===== src/rtl/riscv_mdu_ctrl.sv =====
// Sequencing controller for the shared multi-cycle multiply/divide datapath.
// Drives start/step/last/abort strobes, resolves divide shortcuts, and stalls EX.
module riscv_mdu_ctrl #(
  parameter int unsigned XLEN        = 32,
  parameter int unsigned MUL_LATENCY = 3
) (
  input  logic            rst_ni,
  input  logic            clk_i,
  input  logic            req_i,
  input  logic [2:0]      funct3_i,
  input  logic [XLEN-1:0] opA_i,
  input  logic [XLEN-1:0] opB_i,
  input  logic            ex_stall_i,
  input  logic            flush_i,
  output logic            mdu_stall_o,
  output logic            dp_start_o,
  output logic [2:0]      dp_op_o,
  output logic            dp_step_o,
  output logic            dp_last_o,
  output logic            dp_abort_o,
  output logic            res_valid_o,
  output logic [1:0]      res_sel_o
);

  localparam int unsigned CW = (XLEN > 1) ? $clog2(XLEN) : 1;

  localparam logic [1:0] SEL_DP   = 2'b00;
  localparam logic [1:0] SEL_ONES = 2'b01;
  localparam logic [1:0] SEL_OPA  = 2'b10;
  localparam logic [1:0] SEL_ZERO = 2'b11;

  localparam logic [XLEN-1:0] INT_MIN = {1'b1, {(XLEN-1){1'b0}}};

  typedef enum logic [1:0] {
    IDLE = 2'b00,
    MUL  = 2'b01,
    DIV  = 2'b10,
    DONE = 2'b11
  } state_e;

  state_e          state_q, state_d;
  logic [CW-1:0]   cnt_q, cnt_d;
  logic [2:0]      op_q, op_d;
  logic [1:0]      sel_q, sel_d;

  logic accept;
  logic is_div;
  logic div_zero;
  logic div_ovf;

  assign accept   = req_i & ~ex_stall_i & ~flush_i & (state_q == IDLE);
  assign is_div   = funct3_i[2];
  assign div_zero = (opB_i == '0);
  // Only signed divides (funct3[0]==0) can overflow: INT_MIN / -1.
  assign div_ovf  = ~funct3_i[0] & (opA_i == INT_MIN) & (opB_i == '1);

  always_ff @(posedge clk_i or negedge rst_ni) begin
    if (!rst_ni) begin
      state_q <= IDLE;
      cnt_q   <= '0;
      op_q    <= '0;
      sel_q   <= SEL_DP;
    end else begin
      state_q <= state_d;
      cnt_q   <= cnt_d;
      op_q    <= op_d;
      sel_q   <= sel_d;
    end
  end

  always_comb begin
    state_d     = state_q;
    cnt_d       = cnt_q;
    op_d        = op_q;
    sel_d       = sel_q;
    mdu_stall_o = 1'b0;
    dp_start_o  = 1'b0;
    dp_step_o   = 1'b0;
    dp_last_o   = 1'b0;
    dp_abort_o  = 1'b0;
    res_valid_o = 1'b0;

    case (state_q)
      IDLE: begin
        if (accept) begin
          mdu_stall_o = 1'b1;
          dp_start_o  = 1'b1;
          op_d        = funct3_i;
          if (!is_div) begin
            state_d = MUL;
            cnt_d   = CW'(MUL_LATENCY - 1);
            sel_d   = SEL_DP;
          end else if (div_zero) begin
            state_d = DONE;
            sel_d   = funct3_i[1] ? SEL_OPA : SEL_ONES;
          end else if (div_ovf) begin
            state_d = DONE;
            sel_d   = funct3_i[1] ? SEL_ZERO : SEL_OPA;
          end else begin
            state_d = DIV;
            cnt_d   = CW'(XLEN - 1);
            sel_d   = SEL_DP;
          end
        end
      end

      MUL, DIV: begin
        mdu_stall_o = 1'b1;
        // Flush wins over a final iteration; iteration ignores ex_stall_i.
        if (flush_i) begin
          dp_abort_o = 1'b1;
          state_d    = IDLE;
        end else begin
          dp_step_o = 1'b1;
          if (cnt_q == '0) begin
            dp_last_o = 1'b1;
            state_d   = DONE;
          end else begin
            cnt_d = cnt_q - 1'b1;
          end
        end
      end

      DONE: begin
        if (flush_i) begin
          dp_abort_o = 1'b1;
          state_d    = IDLE;
        end else begin
          res_valid_o = 1'b1;
          if (!ex_stall_i) state_d = IDLE;
        end
      end

      default: state_d = IDLE;
    endcase
  end

  assign dp_op_o   = op_q;
  assign res_sel_o = sel_q;

endmodule


===== config.mk =====
export PLATFORM = sky130hd
export DESIGN_NAME = riscv_mdu_ctrl
export DESIGN_NICKNAME = d
export VERILOG_FILES = /design/src/rtl/riscv_mdu_ctrl.sv
export SDC_FILE = /design/constraint.sdc
export NUM_CORES = 1
export LEC_CHECK = 0
export CAP_MARGIN = 20
export CORE_AREA = 2 2 62 64
export DETAILED_ROUTE_END_ITERATION = 16
export DIE_AREA = 0 0 64 66
export GPL_TIMING_DRIVEN = 0
export PLACE_DENSITY_LB_ADDON = 0.08
export SYNTH_ARGS = -nofsm -noshare
export SYNTH_HDL_FRONTEND = slang
export SYNTH_SLANG_ARGS = --single-unit

===== constraint.sdc =====
create_clock -name clk_i -period 6.2 [get_ports clk_i]
set_clock_uncertainty 0.1 [all_clocks]
set_input_delay 0.93 -clock clk_i [delete_from_list [all_inputs] [get_ports clk_i]]
set_output_delay 0.93 -clock clk_i [all_outputs]
set_load 0.1 [all_outputs]

After elaboration in Yosys (flattened, before gate mapping)
Cells that the tools add are included.
Storage, ports and cells
  register bits after elaboration: 12
  bits of input ports: 72
  output and inout bits: 11
  word-level logic and storage cells: 66
Cells by class
  $add $sub $neg: 1
  eq/ne operators: 12
  multiplexer cells: 32
  bitwise operators: 8
  reductions and logical operators: 9
Operators by type and width (count)
  equality test 32 bit, second input constant: 2
  logical NOT 32 bit: 1
  two-way mux 5 bit: 6
  two-way mux 2 bit: 10
  two-way mux 1 bit: 13
  inequality test 3 bit, second input constant: 4
  one-hot mux 5 bit (2 select lines): 1
  inequality test 2 bit, second input constant: 3
  one-hot mux 2 bit (3 select lines): 1
  AND reduction 6 bit: 1
  AND 1 bit: 5
  logical NOT 5 bit: 1
  subtractor 5 x 1 -> 5 bit, second input constant: 1
  equality test 2 bit, second input constant: 2
  NOT 1 bit: 3
  AND reduction 3 bit: 1
  OR reduction 3 bit: 1
  equality test 2 x 1 -> 1 bit, second input constant: 1
  logical NOT 2 bit: 1
  one-hot mux 1 bit (2 select lines): 1
  AND reduction 2 bit: 1
  nonzero test 2 bit: 1
  OR reduction 2 bit: 1

Depth between registers and ports, before layout
  depth after elaboration: 8
  depth in mapped cells: 9

Worst setup path before layout
OpenSTA, ideal clock, no wires.
  path kind: input port to output port
  start point: input flush_i
  end point: output mdu_stall_o
  data arrival time: 2931 ps
  data required time: 5170 ps
  setup slack: 2239 ps
  stages: 3
  path buffers: 0
  cells stage by stage: nor3b_1 > nand2_1 > a21oi_1
Between the ends
  word-level cells in the longest chain between the ends: 5
RTL lines
  start, declared: RTL line 14  | input logic flush_i,
  NOT 1 bit: RTL line 51  | assign accept = req_i & ~ex_stall_i & ~flush_i & (state_q == IDLE);
  AND 1 bit (2 in series): RTL line 51
  two-way mux 1 bit: RTL line 85  | if (accept) begin
  one-hot mux 1 bit (2 select lines): RTL line 83  | case (state_q)
  end, declared: RTL line 15  | output logic mdu_stall_o,
Every way passes these cells.

Worst setup path after layout
Ends and elaborated chain as after synthesis.

==> results.ini <==
[status]
status = complete, no violations

[synth]
async_reset_ff_frac = 1.00
synth_nets = 203
synth_edf_count = 0
synth_cells = 127
ys_types = 39
yosysWarnings = 0
netlist_area_mm2 = 0.00102
ys_seq_area_frac = 0.294
synth_seq_cells = 12
yosys_most_used_dff = dfrtp_1
syn_area_per_cell_um2 = 8.04

[clock_tree]
cts.repair.resized = 0
clock_path_buffers = 2
cts_hold_buf = 0
cts_root_buf = clkbuf_4
clock-sinks = 12
htreeDepth = 1
cts_tree = yes
clkLatencyLatePin_ps = 280
numCtsBuffers = 3
clkTransAtPathRegs_ps = 70
cts_setup_buffers = 0

[sta]
layout_min_cycle_time_ps = 4520
max_freq_ghz = 0.221
finalSetupViolCount = 0
final_hold_viol_count = 0
period_share = 0.728
setup_tns_ps = 0
maxSlewHeadroom = 0.341
drv_slew = 0
rsz0062_at_grt = no
worstMarginPinSlew_ps = 985

[grt]
antenna_found_initial = 0
grt_max_degree = 13
track_usage = 0.174
grt_pass1_vias = 1355
overflow = 0
grt_pass1_wl_um = 5870

[cells_and_area]
diodes = 0
n_fill_cell = 352
final_cell_area_mm2 = 0.00194
drive_gt1_frac = 0.0516
final_common_cell = clkdlybuf4s50_1
syn_to_final_growth_pct = 89.8
mostFrequentLayoutCells = clkdlybuf4s50_1 (82), nand2_1 (12), nor4_1 (12), dfrtp_1 (12), inv_1 (10)
multi_input_area_um2 = 676
nNetsFinal = 290
utilization = 0.546
regArea_um2 = 300

[floorplan]
die_y_um = 66
die_w_um = 64
core_region_area_mm2 = 0.00355
die_area_mm2 = 0.00422
start_util = 0.288
ios = 83
rows = 22

[run]
drv_cap = 0

[setup_path]
endpoint_kind = output pin
worst_ep_required_time_ps = 5170
arrival_ps = 3490
crit_type = primary input to output pin
crit_fanout = 7
cp-start-kind = primary input

[place]
port_buffers = 82
place_area_mm2 = 0.00190
gp_congestion = 0.886
dpl.hpwl_um = 3100

[power_and_ir_drop]
p_leak_nw = 0.765
ir_worst_vdd_uv = 267
power_density_mw_per_mm2 = 360

[detailed_routing]
routedWlPerCell_um = 13.6
final_antenna_net_count = 0
routed-via-count = 1345
drtIter0Drc = 36
drcViolationCount = 0
dr.pass1.iters = 5
vias_per_cell = 5.15
totalWireLength_um = 3550

[min_path]
hold_class = flip-flop to flip-flop

state kept, by name, summed over array words and instances (netlist names):
name       count
cnt_q          5
dp_op_o        3
res_sel_o      2
state_q        2
cells in the mapped netlist, types with 4 or more instances:
library cell / count / area share
ha_1: 4 / 0.049
o21ai_0: 4 / 0.020
dfrtp_1: 12 / 0.29
nor4_1: 12 / 0.074
nor3_1: 5 / 0.025
inv_1: 10 / 0.037
nor2_1: 7 / 0.026
nand3_1: 4 / 0.020
nand2_1: 12 / 0.044
nand4_1: 9 / 0.055
a21oi_1: 7 / 0.034
through the flow:
step | setup WS [ps] | total power [W] | instances | hold slack (ps)
final | 1680 | 0.000698 | 261 | 388
after global routing | 1530 | 0.000745 | 261 | 408
after CTS | 1710 | 0.000700 | 261 | 391
after detailed placement | 1730 | 0.000634 | 257 | 362
after global placement | 1770 | 0.000626 | 257 | 370
after floorplan | 2240 | 0.000492 | 127 | 384
routing by layer:
| layer | GRT usage | share of wire | vias up |
|---|---|---|---|
| met3 | 0.0528 | 0.085 | 12 |
| met2 | 0.326 | 0.49 | 60 |
| li1 | - | - | 665 |
| met1 | 0.183 | 0.40 | 608 |
| met5 | 0 | 0 | - |
| met4 | 0.0598 | 0.028 | 0 |
power by group:
part           internal [W]  leakage, nW  switching (W)  total [W]
Clock             0.0000358       0.0210      0.0000287  0.0000644
Sequential         0.000110        0.148      0.0000235   0.000134
Combinational      0.000174        0.596       0.000326   0.000500
Total              0.000320        0.765       0.000378   0.000698
final cells by class:
class,count,area share
Inverter,10,0.0194
Sequential cell,12,0.155
Timing Repair Buffer,82,0.423
Buffer,2,0.00387
Multi-Input combinational cell,103,0.349
Tap cell,48,0.0310
Clock buffer,4,0.0187
critical path, stage by stage:
cell and delay (ps):
clkdlybuf4s50_1 480, nor3b_1 410, nand2_1 290, a21oi_1 220, clkdlybuf4s50_1 1150
worst paths after layout:
kind	startpoint	end	slack [ps]	cells after the start
max	flush_i	mdu_stall_o	1680	5
max in group asynchronous	rst_ni	res_sel_o[0]	4710	1
min in group asynchronous	rst_ni	state_q[0]	900	1
min	dp_op_o[2]	dp_op_o[2]	390	2
max reg2reg	state_q[1]	cnt_q[1]	3630	8
min reg2reg	dp_op_o[2]	dp_op_o[2]	390	2
kinds of logic after synthesis:
family,count (synthesis),share of synthesized area
buffers and inverters,12,0.0441
adders and majority gates,4,0.0490
muxes,3,0.0368
DFF,12,0.294
AOI/OAI and AO/OA,24,0.150
and+or+nand+nor,72,0.426
Power figures use the tool's default switching activity.
